### src/rtl/alu32_arb.sv
// alu32_arb: two-requester, one-at-a-time 32-bit ALU with an IDLE/EXEC/DONE
// handshake FSM. Optional round-robin arbitration is enabled by defining
// ALU32_ARB_RR_EN; without it port 0 has fixed priority.
module alu32_arb (
  input  logic        clk,
  input  logic        rst_n,
  input  logic        req0_valid,
  output logic        req0_ready,
  input  logic [2:0]  req0_op,
  input  logic [31:0] req0_a,
  input  logic [31:0] req0_b,
  input  logic        req1_valid,
  output logic        req1_ready,
  input  logic [2:0]  req1_op,
  input  logic [31:0] req1_a,
  input  logic [31:0] req1_b,
  output logic        rsp_valid,
  input  logic        rsp_ready,
  output logic        rsp_id,
  output logic [31:0] rsp_data,
  output logic [2:0]  rsp_flags
);

  localparam logic [2:0] OP_INC  = 3'd0;
  localparam logic [2:0] OP_DEC  = 3'd1;
  localparam logic [2:0] OP_ADD  = 3'd2;
  localparam logic [2:0] OP_ADF  = 3'd3;
  localparam logic [2:0] OP_SUB  = 3'd4;
  localparam logic [2:0] OP_CMPU = 3'd5;

  typedef enum logic [1:0] {ST_IDLE, ST_EXEC, ST_DONE} state_t;

  state_t      r_state;
  state_t      w_state_next;
  logic [2:0]  r_op;
  logic [31:0] r_a;
  logic [31:0] r_b;
  logic        r_id;
  logic        w_gnt_valid;
  logic        w_gnt_id;
  logic        w_accept;
  logic [31:0] w_x;
  logic [31:0] w_y;
  logic        w_cin;
  logic [32:0] w_sum;
  logic        w_ovf;
  logic [31:0] w_res;
  logic [2:0]  w_flags;

  assign w_gnt_valid = req0_valid | req1_valid;
  assign w_accept    = (r_state == ST_IDLE) && w_gnt_valid;

`ifdef ALU32_ARB_RR_EN
  logic r_last;

  // Grant: on contention pick the port not served last, otherwise whoever asks
  always_comb begin
    if (req0_valid && req1_valid) w_gnt_id = ~r_last;
    else                          w_gnt_id = ~req0_valid;
  end

  // Remember which port won the most recent handshake
  always_ff @(posedge clk or negedge rst_n) begin
    if (!rst_n)        r_last <= 1'b1;
    else if (w_accept) r_last <= w_gnt_id;
  end
`else
  // Grant: fixed priority, port 0 wins whenever it is valid
  always_comb begin
    w_gnt_id = ~req0_valid;
  end
`endif

  // State register
  always_ff @(posedge clk or negedge rst_n) begin
    if (!rst_n) r_state <= ST_IDLE;
    else        r_state <= w_state_next;
  end

  // Next-state logic: accept -> one execute cycle -> hold until consumed
  always_comb begin
    w_state_next = r_state;
    case (r_state)
      ST_IDLE: if (w_accept)  w_state_next = ST_EXEC;
      ST_EXEC:                w_state_next = ST_DONE;
      ST_DONE: if (rsp_ready) w_state_next = ST_IDLE;
      default:                w_state_next = ST_IDLE;
    endcase
  end

  // Output logic: ready only in IDLE and only toward the granted port
  always_comb begin
    req0_ready = (r_state == ST_IDLE) && w_gnt_valid && !w_gnt_id;
    req1_ready = (r_state == ST_IDLE) && w_gnt_valid &&  w_gnt_id;
  end

  // Capture operation and owner on the handshake edge
  always_ff @(posedge clk or negedge rst_n) begin
    if (!rst_n) begin
      r_op <= 3'd0;
      r_a  <= 32'd0;
      r_b  <= 32'd0;
      r_id <= 1'b0;
    end else if (w_accept) begin
      r_op <= w_gnt_id ? req1_op : req0_op;
      r_a  <= w_gnt_id ? req1_a  : req0_a;
      r_b  <= w_gnt_id ? req1_b  : req0_b;
      r_id <= w_gnt_id;
    end
  end

  // Shared adder: SUB computes b + ~a + 1 so carry means "no borrow"
  always_comb begin
    w_x   = r_a;
    w_y   = r_b;
    w_cin = 1'b0;
    if (r_op == OP_SUB) begin
      w_x   = r_b;
      w_y   = ~r_a;
      w_cin = 1'b1;
    end
    w_sum = {1'b0, w_x} + {1'b0, w_y} + {32'd0, w_cin};
    w_ovf = (w_x[31] == w_y[31]) && (w_sum[31] != w_x[31]);
  end

  // Result and flags {carry, overflow, zero}; reserved ops pass a through
  always_comb begin
    w_res   = r_a;
    w_flags = 3'b000;
    case (r_op)
      OP_INC: w_res = r_a + 32'd1;
      OP_DEC: w_res = r_a - 32'd1;
      OP_ADD: w_res = w_sum[31:0];
      OP_ADF, OP_SUB: begin
        w_res   = w_sum[31:0];
        w_flags = {w_sum[32], w_ovf, (w_sum[31:0] == 32'd0)};
      end
      OP_CMPU: begin
        w_res = 32'd0;
        if (r_a == r_b)     w_flags = 3'b001;
        else if (r_a < r_b) w_flags = 3'b100;
        else                w_flags = 3'b010;
      end
      default: w_res = r_a;
    endcase
  end

  // Response registers: load in EXEC, hold through DONE until consumed
  always_ff @(posedge clk or negedge rst_n) begin
    if (!rst_n) begin
      rsp_valid <= 1'b0;
      rsp_data  <= 32'd0;
      rsp_flags <= 3'd0;
      rsp_id    <= 1'b0;
    end else if (r_state == ST_EXEC) begin
      rsp_valid <= 1'b1;
      rsp_data  <= w_res;
      rsp_flags <= w_flags;
      rsp_id    <= r_id;
    end else if (r_state == ST_DONE && rsp_ready) begin
      rsp_valid <= 1'b0;
    end
  end

endmodule

### config.mk
export PLATFORM = sky130hd
export DESIGN_NAME = alu32_arb
export DESIGN_NICKNAME = d
export VERILOG_FILES = /design/src/rtl/alu32_arb.sv
export SDC_FILE = /design/constraint.sdc
export NUM_CORES = 1
export LEC_CHECK = 0
export ABC_AREA = 0
export CAP_MARGIN = 0
export CORE_MARGIN = 2
export CORE_UTILIZATION = 35
export CTS_BUF_LIST = sky130_fd_sc_hd__clkbuf_8
export DETAILED_ROUTE_END_ITERATION = 6
export HOLD_SLACK_MARGIN = 0.12
export PLACE_DENSITY_LB_ADDON = 0.08
export SYNTH_ARGS = -nofsm -noshare
export SYNTH_HDL_FRONTEND = slang
export SYNTH_SLANG_ARGS = --single-unit
### constraint.sdc
create_clock -name clk -period 4.5 [get_ports clk]
set_input_delay 0.45 -clock clk [delete_from_list [all_inputs] [get_ports clk]]
set_output_delay 0.45 -clock clk [all_outputs]
set_load 0.02 [all_outputs]
Yosys cells after proc, flatten, opt, wreduce, memory -nomap -nowiden
Index checks and enable logic that the tools add are counted.
- add/subtract/negate cells: 4
- $mul: 0
- divide/modulo/power cells: 0
- $lt $le $gt $ge: 1
- equal/unequal tests: 12
- shift operators: 0
- multiplexer cells: 15
- bitwise logic cells: 3
- reductions and logical operators: 12
- operators by type and width (operator ; number):
    32-bit 2-to-1 mux ; 4
    32-bit case mux with 4 select lines ; 1
    32-bit by 32-bit adder with 33-bit output ; 1
    33-bit by 1-bit adder with 33-bit output ; 1
    32-bit by 1-bit adder with 32-bit output, second input constant ; 1
    32-bit == test ; 1
    32-bit zero test ; 1
    32-bit less-than comparator ; 1
    32-bit inverter ; 1
    32-bit by 1-bit subtractor with 32-bit output, second input constant ; 1
    3-bit 2-to-1 mux ; 3
    3-bit by 2-bit == test with 1-bit output, second input constant ; 2
    3-bit == test, second input constant ; 2
    2-bit case mux with 3 select lines ; 1
    3-bit case mux with 2 select lines ; 1
    1-bit logical AND ; 5
    2-bit 2-to-1 mux ; 2
    2-bit inequality test, second input constant ; 2
    3-bit by 1-bit == test with 1-bit output, second input constant ; 1
    3-bit zero test ; 1
    1-bit 2-to-1 mux ; 3
    3-bit OR reduction ; 1
    2-bit by 1-bit == test with 1-bit output, second input constant ; 1
    2-bit == test, second input constant ; 1
    8 further kinds ; 8
- bits in registers: 107
- latch bits: 0
- memory bits (writable): 0
- bits in read-only memories: 0
- bits of input ports: 139
- output and inout port bits: 39
- memories kept: 0

Depth between registers and ports, before layout
- depth in word-level cells: 7
- depth in mapped cells: 19
- mapped depth without buffers: 16

Worst setup path before layout
No wires, ideal clock.
- path type: register to register
- from: register r_op[2]
- to: register rsp_data[31]
- library setup time: 0.129 ns
- arrival time: 4.051 ns
- setup slack: 0.320 ns
- stages on the path, launching flop included: 16
- buffers on the path: 2
- cells stage by stage: dfrtp_1 -> clkbuf_1 -> nor2_1 -> clkbuf_1 -> and2_1 -> ha_1 -> o21ai_0 -> o211ai_1 -> a21oi_1 -> o21ai_2 -> a211oi_1 -> o21ai_1 -> o21ai_2 -> or4_1 -> o2111ai_1 -> a31oi_1
- word-level cells in the longest chain between the ends: 5
- elaborated cells on any way between the ends: 13
- classes of those cells: add/sub (2); eq/ne (5); mux (4); reduce/logical (2)
- RTL lines (what ; RTL line ; RTL):
    from (decl) ; 35 ; logic [2:0] r_op;
    from (signal assigned) ; 105 ; r_op <= w_gnt_id ? req1_op : req0_op;
    3-bit == test ; 117, 130 ;
    32-bit 2-to-1 mux ; 117 ; if (r_op == OP_SUB) begin
    32-bit by 32-bit adder with 33-bit output ; 122 ; w_sum = {1'b0, w_x} + {1'b0, w_y} + {32'd0, w_cin};
    33-bit by 1-bit adder with 33-bit output ; 122 ;
    32-bit case mux with 4 select lines * ; 130 ; case (r_op)
    to (signal assigned) ; 157 ; rsp_data <= w_res;
    to (decl) ; 20 ; output logic [31:0] rsp_data,
Every way passes the cells marked *; elsewhere a longest branch is shown, timed or not.
A chain may end at the register's enable or synchronous reset.

Worst setup path in the final report
- from: register r_op[0]
- to: register rsp_flags[0]
- word-level cells in the longest chain between the ends: 6
- elaborated cells on any way between the ends: 11
- classes of those cells: add/sub (2); eq/ne (3); mux (4); reduce/logical (2)
- RTL lines (what ; RTL line ; RTL):
    3-bit == test ; 117, 130 ;
    32-bit 2-to-1 mux ; 117 ;
    32-bit by 32-bit adder with 33-bit output ; 122 ;
    33-bit by 1-bit adder with 33-bit output ; 122 ;
    32-bit zero test ; 136 ; w_flags = {w_sum[32], w_ovf, (w_sum[31:0] == 32'd0)};
    3-bit case mux with 2 select lines * ; 130 ;
    to (signal assigned) ; 158 ; rsp_flags <= w_flags;
    to (decl) ; 21 ; output logic [2:0] rsp_flags
Marks and branches as above.

==> flow_metrics.py <==
metrics = {
    "global_route": {
        "antenna_found_initial": 0,
        "grt_pass1_wl_um": 51950,
        "grt_pass1_vias": 9122,
        "grt_overflow": 0,
        "grt_max_degree": 69,
        "grt_usage_pct": 22.92,
    },
    "layout": {
        "nets": 1620,
        "utilization_pct": 44.31,
        "n_antenna_cell": 0,
        "drive_gt1_share_pct": 6.039,
        "n_fill_cell": 2860,
        "syn2layout_area_growth_pct": 25.16,
    },
    "synth": {
        "ys.flop_type": "dfrtp_1",
        "yosys.area.top_type_share_pct": 27.37,
        "ys_top_cells_by_area": "dfrtp_1 27%, ha_1 12%, a222oi_1 7.3%",
        "synth_seq_cells": 107,
        "synth_largest_area_cell": "dfrtp_1",
        "netlist_area_sq_um": 9782,
        "ys_warn_count": 0,
        "async_reset_ff_share_pct": 100.0,
        "synth.most_common_cell": "nand2_1",
        "synth-edff-count": 0,
        "synth_area_per_cell_sq_um": 7.933,
        "syn-num-nets": 1467,
        "synthCells": 1233,
        "ys_types": 79,
        "yosys-top-cells-count": "162 x nand2_1, 138 x o21ai_0, 123 x inv_1, 107 x dfrtp_1, 93 x ha_1",
        "seq_area_frac_synth_pct": 27.37,
    },
    "floorplanning": {
        "core-area_sq_um": 27630,
        "dieArea_sq_um": 29300,
        "fp.dieW_um": 171.2,
        "fp-row-count": 61,
        "fp.dieH_um": 171.2,
        "initial_core_util_pct": 35.40,
        "top_level_ports": 178,
    },
    "sta": {
        "rsz0062_at_grt": "false",
        "period_needed_ns": 4.134,
        "max_freq_ghz": 0.2419,
        "slew_headroom_pct": 26.73,
        "skew_ns": 0.01740,
        "final-setup-viol-count": 0,
        "slew_viol_final": 0,
        "tns_ns": 0,
        "tightest_slew_ns": 1.092,
        "finalCritPeriodShare_pct": 91.86,
        "final-hold-violation-count": 0,
    },
    "clock_tree": {
        "cts_max_level": 3,
        "cts_tree": "built",
        "cts_max_path_buffers": 2,
        "cts-hold-fix-buffers": 0,
        "clk_pin_slew_worst_paths_ns": 0.12,
        "clock_latency_ns": 0.41,
        "cts_sinks": 107,
        "cts_root_buf": "clkbuf_8",
        "ctsResizeCount": 0,
        "cts_inserted_buffers": 9,
        "postCtsSetupRepairBufs": 0,
    },
    "placed_design": {
        "port_buffers": 177,
        "dpl.hpwl_um": 25320,
        "gp_congestion": 0.9160,
    },
    "setup_path": {
        "arrival_ns": 4.47,
        "start_kind": "register",
        "cp_max_fo": 41,
        "setup.worst_path.end_class": "register",
        "startpoint": "r_op[0]",
        "crit_type": "reg2reg",
        "r2r-start": "r_op[0]",
        "required_ns": 4.84,
    },
    "hold_path": {
        "min_path_type": "in2async",
    },
    "job": {
        "cap_violations": 0,
    },
    "drt": {
        "routed_via_density": 5.535,
        "ant_nets": 0,
        "dr.pass1.iters": 7,
        "via_count": 9792,
        "drc": 5,
        "routed_wirelength_um": 33380,
        "wl_per_cell_um": 18.87,
        "drt-initial-drc-count": 966,
    },
    "run_status": {
        "violations": "DRC",
        "status": "finished with violations",
    },
}
-- critical path, cell delays in order, from the launching register on --
cell,delay [ns]
dfrtp_2,0.50
nor2_1,0.19
nand2_2,0.10
buf_4,0.24
nand2_1,0.10
o21ai_0,0.09
ha_1,0.37
a211oi_1,0.27
buf_4,0.18
o211ai_1,0.13
and2_1,0.22
nor3b_1,0.33
o2111ai_1,0.17
nor4b_2,0.30
nand4bb_1,0.17
nor4b_1,0.37
buf_4,0.17
nand4_1,0.06
o21ai_1,0.12
-- logic make-up after synthesis --
| kind of cell | share of synthesized area [%] |
|---|---|
| AOI/OAI and AO/OA | 32.39 |
| adders and majority gates | 12.30 |
| xor gates and xnor gates | 4.899 |
| and+or+nand+nor | 14.77 |
| buffers and inverters | 7.636 |
| muxes | 0.6268 |
| DFF | 27.37 |
-- per-stage QoR --
step	std cells	instance area, sq um	worst slack, ns	hold slack (ns)
floorplan	1233	9782	0.3203	0.1544
global placement	1753	12030	0.4856	0.4511
detailed placement	1753	12030	0.3937	0.4606
CTS	1769	12240	0.3484	0.2095
global route	1769	12240	0.01768	0.2401
finish	1769	12240	0.3663	0.1148
-- flip-flops by register name, indices dropped and copies added (netlist names) --
register,cells
r_state,2
rsp_id,1
rsp_flags,3
r_a,32
r_b,32
r_id,1
rsp_data,32
r_op,3
rsp_valid,1
-- path summary, 6_finish.rpt --
check / to / slack [ns] / cells after the start
max: rsp_flags[0] / 0.37 / 18
min: r_a[12] / 0.11 / 1
max reg2reg: rsp_flags[0] / 0.37 / 18
min reg2reg: rsp_id / 0.48 / 2
max in group asynchronous: r_b[15] / 3.20 / 2
min in group clk: rsp_id / 0.48 / 2
-- cell usage in the layout (no fill, tap or decap), types with 10 or more instances in the layout --
cell type and instances:
a211oi_1 14, xor2_1 18, a221oi_1 10, xnor2_1 33, nand3_1 16, nor2_1 55
inv_1 123, clkbuf_8 10, nor3_1 12, clkdlybuf4s50_1 176, nand4_1 18, o211ai_1 12
a222oi_1 71, buf_4 36, a21o_1 32, o21ai_0 138, a31oi_1 14, nand2_1 161
ha_1 93, dfrtp_1 106, a21oi_1 86, o21a_1 13
-- final cells by class --
cell class / count / area (sq um) / share of cell area [%]
Multi-Input combinational cell: 932 / 6385 / 52.15
Sequential cell: 107 / 2679 / 21.88
Timing Repair Buffer: 212 / 2032 / 16.60
Tap cell: 378 / 473.0 / 3.863
Inverter: 124 / 465.4 / 3.802
Clock buffer: 10 / 137.6 / 1.124
Clock inverter: 6 / 71.32 / 0.5825
-- metal layers --
metal	vias to the layer above	wire, um	global-route usage (%)
met2	307	14360	35.33
met1	4579	16470	33.95
met4	0	533	5.380
met3	32	2020	2.899
met5	-	0	0
li1	4874	-	-
Power is left out: the tool's default activity adds up to more than one toggle a clock period on the data nets, which glitch-free logic cannot reach.
==> RTL edit 1, RTL diff (same settings) <==
Add a define of `ALU32_ARB_RR_EN`.
--- a/src/rtl/alu32_arb.sv
+++ b/src/rtl/alu32_arb.sv
@@ -2,4 +2,6 @@
 // handshake FSM. Optional round-robin arbitration is enabled by defining
 // ALU32_ARB_RR_EN; without it port 0 has fixed priority.
+`define ALU32_ARB_RR_EN
+
 module alu32_arb (
   input  logic        clk,
Function: changed (Yosys sat finds a counterexample within 4 cycles, from zero or initial values and one cycle with rst_n low).
==> RTL edit 1 against the original RTL <==
- the flow still finishes with violations (DRC)
- critical endpoint unchanged
- largest cell class unchanged
- synthesized area rose by 7.7%
- fmax up 0.29%
- synthesized cell count rose by 9.0%
- design area up 4.9%
- utilization fell by 0.99 points
- sequential cell count increased by 1
- setup slack better by 0.012 ns
- routed wire length rose by 17%
Power is left out: the tool's default activity adds up to more than one toggle a clock period on the data nets, which glitch-free logic cannot reach.
==> RTL edit 1: results <==
export IMPL_holdCritPathClass="input port to async pin"
export IMPL_violations="DRC"
export IMPL_yosysWarnings=0
export IMPL_cts_root_buf="clkbuf_8"
export IMPL_skew_ns=0.0219
export IMPL_ff2ff_path_depth=14
export IMPL_clk_latency_ns=0.41
export IMPL_worst_slew_pin_slew_ns=0.943
export IMPL_grt_pass1_wl_um=61100
export IMPL_place_gp_congestion=0.926
export IMPL_synth_nets=1578
export IMPL_clkTransAtPathRegs_ns=0.12
export IMPL_first_pass_iters=7
export IMPL_use_met1_pct=38.7
export IMPL_startpoint="r_op[0]"
export IMPL_grt_met2_usage_pct=36.1
export IMPL_drtIter0Drc=1054
export IMPL_antenna_found_initial=0
export IMPL_critPathMaxFanout=60
export IMPL_drive_above_1_share_pct=5.27
export IMPL_drc_errors=5
export IMPL_layout_nets=1709
export IMPL_synth_common_cells="nand2_1, o21ai_0, inv_1"
export IMPL_grtUsageMet3_pct=3.58
export IMPL_reg_top3="r_a: 32 flops, r_b: 32 flops, rsp_data: 32 flops"
export IMPL_hpwl_um=30900
export IMPL_port_buffers=177
export IMPL_status="complete, but fails checks"
export IMPL_routed_wirelength_um=39200
export IMPL_cts_buffers_inserted=9
export IMPL_synth_edf_count=0
export IMPL_insertedDiodeCount=0
export IMPL_vias=10869
export IMPL_ys_top_cells_by_area="dfrtp_1, ha_1, o21ai_0"
export IMPL_clockBufferDepth=2
export IMPL_grt_pass1_vias=10456
export IMPL_grt_max_degree=71
export IMPL_yosysSeqAreaShare_pct=25.7
export IMPL_htree_levels=3
export IMPL_async_flop_share_pct=100
export IMPL_crit_end="rsp_flags[0]"
export IMPL_crit_arrival_ns=4.46
export IMPL_r2r_setup_slack_ns=0.38
export IMPL_ys_types=91
export IMPL_track_usage_pct=25.2
==> RTL edit 1: routing by layer <==
metal  vias to the layer above  routed length (um)
li1                       5332                   -
met1                      5117               19900
met2                       373               16200
met3                        47                2260
met4                         0                 853
met5                         -                   0
==> RTL edit 1: area by class of cell <==
class / instances / area (um^2)
multi-input cells: 1033 / 7030
clock buffers: 11 / 151
fillers: 3046 / 16800
inverters: 124 / 465
repair buffers: 199 / 1950
clock inverters: 5 / 57.6
well taps: 390 / 488
flip-flops and latches: 108 / 2700
==> RTL edit 1: kinds of logic after synthesis <==
family,count (synthesis),synth area share [%]
AOI/OAI and AO/OA,510,33.8
and+or+nand+nor,382,17.2
buffers and inverters,203,7.99
DFF,108,25.7
adders and majority gates,95,11.4
xor gates and xnor gates,38,3.16
muxes,8,0.760
==> RTL edit 1: worst max-delay path, cell delays in order, from the launching register on <==
cell	delay, ns
dfrtp_1	0.39
or3b_4	0.41
buf_4	0.28
nand2_1	0.11
o21ai_0	0.10
ha_1	0.48
nand4_1	0.27
a21oi_1	0.35
nand4_1	0.24
a2111o_1	0.47
a21oi_1	0.18
o21ai_0	0.17
a2111oi_2	0.32
nand4b_1	0.12
o21ai_1	0.14
==> RTL edit 1: worst min-delay path by stage <==
| stage | end | slack [ns] | depth (start not counted) |
|---|---|---|---|
| after floorplan | r_a[0] | 0.15 | 0 |
| after global placement | rsp_data[3] | 0.46 | 2 |
| after detailed placement | rsp_data[4] | 0.47 | 2 |
| after CTS | rsp_data[10] | 0.18 | 1 |
| after global routing | rsp_data[7] | 0.23 | 1 |
| final | rsp_data[10] | 0.16 | 1 |
==> RTL edit 1: what timing repair did <==
item                       4_1_cts  5_1_grt
gates resized for setup          0        2
setup endpoints to repair        0        1
setup buffers                    0        1
==> RTL edit 1: stage by stage <==
stage | area (um^2) | util (%) | setup WS [ns] | hold WS (ns) | instances
detailed placement | 12600 | 42.6 | 0.362 | 0.470 | 1853
global placement | 12600 | 42.6 | 0.379 | 0.462 | 1853
finish | 12800 | 43.3 | 0.378 | 0.155 | 1870
floorplan | 10500 | - | 0.274 | 0.154 | 1344
CTS | 12800 | 43.3 | 0.329 | 0.180 | 1869
global route | 12800 | 43.3 | 0.00434 | 0.228 | 1870
==> RTL edit 2, RTL diff (same flow settings) <==
Without the edit above. The 3 states of `state_t` get a one-hot encoding in 3 bits.
--- a/src/rtl/alu32_arb.sv
+++ b/src/rtl/alu32_arb.sv
@@ -29,5 +29,5 @@
   localparam logic [2:0] OP_CMPU = 3'd5;
 
-  typedef enum logic [1:0] {ST_IDLE, ST_EXEC, ST_DONE} state_t;
+  typedef enum logic [2:0] {ST_IDLE = 3'b001, ST_EXEC = 3'b010, ST_DONE = 3'b100} state_t;
 
   state_t      r_state;
Check against the original RTL: same outputs for any inputs over 4 cycles, from zero or initial values and one cycle with rst_n low; so few cycles prove little.
==> RTL edit 2 against the original RTL <==
- synthesized area rose by 5.5%
- sequential cell count increased by 1
- sequential share of layout area is 0.75 points lower
- global-route usage decreased by 0.10 points
- critical endpoint unchanged
- largest cell class unchanged
- routed wire length rose by 6.6%
- setup slack got worse by 0.040 ns
- highest routed layer unchanged
- synthesized cell count grew 2.6%
- design area is 4.5% higher
- count of clock-buffer cells in the layout unchanged
Power is left out: the tool's default activity adds up to more than one toggle a clock period on the data nets, which glitch-free logic cannot reach.
==> RTL edit 2: results <==
export IMPL_place_gp_congestion=0.940
export IMPL_grt_pass1_wl_um=55200
export IMPL_ff2ff_path_depth=16
export IMPL_skew_ns=0.0248
export IMPL_grt_max_degree=77
export IMPL_use_met1_pct=34.2
export IMPL_place_inst=1784
export IMPL_wirelength_met1_um=17800
export IMPL_async_flop_share_pct=100
export IMPL_synth_common_cells="o21ai_0, nand2_1, dfrtp_1"
export IMPL_avgRoutedWirePerCell_um=19.8
export IMPL_post_dp_cell_area_um2=12600
export IMPL_grtUsageMet3_pct=3.31
export IMPL_ys_top_cells_by_area="dfrtp_1, ha_1, o21ai_0"
export IMPL_reg2reg_from="r_op[2]"
export IMPL_critPathMaxFanout=45
export IMPL_crit_arrival_ns=4.49
export IMPL_vias=10280
export IMPL_first_pass_iters=5
export IMPL_ys_types=82
export IMPL_hpwl_um=27900
export IMPL_grt_pass1_vias=9725
export IMPL_worst_slew_pin_slew_ns=0.967
export IMPL_status="finished, final reports clean"
export IMPL_drtIter0Drc=681
export IMPL_cp_slowest_cell="or4_1"
export IMPL_reg_top3="r_a: 32 flops, r_b: 32 flops, rsp_data: 32 flops"
export IMPL_preCtsSetupSlack_ns=0.199
export IMPL_synth_cells=1265
export IMPL_yosysWarnings=0
export IMPL_layout_nets=1645
export IMPL_clk_latency_ns=0.42
export IMPL_synth_top_flop_cell="dfrtp_1"
export IMPL_cts_buffers_inserted=9
export IMPL_gr_total_overflow=0
export IMPL_dr_wl_met3_um=2080
export IMPL_grt_met2_usage_pct=34.4
export IMPL_startpoint="r_op[2]"
export IMPL_fin_hold_ws_ns=0.156
export IMPL_vias_per_cell=5.71
export IMPL_yosysSeqAreaShare_pct=26.2
export IMPL_final_setup_worst_slack_ns=0.326
export IMPL_wl_met2_um=15200
export IMPL_drive_above_1_share_pct=6.43
export IMPL_track_usage_pct=22.8
export IMPL_clockBufferDepth=2
export IMPL_synth_nets=1499
[RTL edit 2: logic make-up after synthesis]
| group | count (synthesis) | share of synthesized area [%] |
|---|---|---|
| compound gates | 473 | 31.0 |
| simple gates | 403 | 21.1 |
| buf+inv | 131 | 5.12 |
| flops | 108 | 26.2 |
| fa+ha+maj | 95 | 11.7 |
| xor+xnor | 49 | 4.31 |
| mux | 6 | 0.582 |
[RTL edit 2: what timing repair did]
action,in CTS,in global routing
buffers inserted,0,0
endpoints found under the hold margin,0,0
hold buffers,0,0
setup endpoints to repair,0,2
resized for setup,0,4
[RTL edit 2: cell type report]
cell class | instances | area (um^2)
tap | 384 | 480
fill | 2924 | 16100
inverter | 51 | 191
clock buffer | 10 | 138
sequential | 108 | 2700
clock inverter | 6 | 81.3
timing repair buffer | 215 | 2070
multi-input combinational | 1026 | 7130
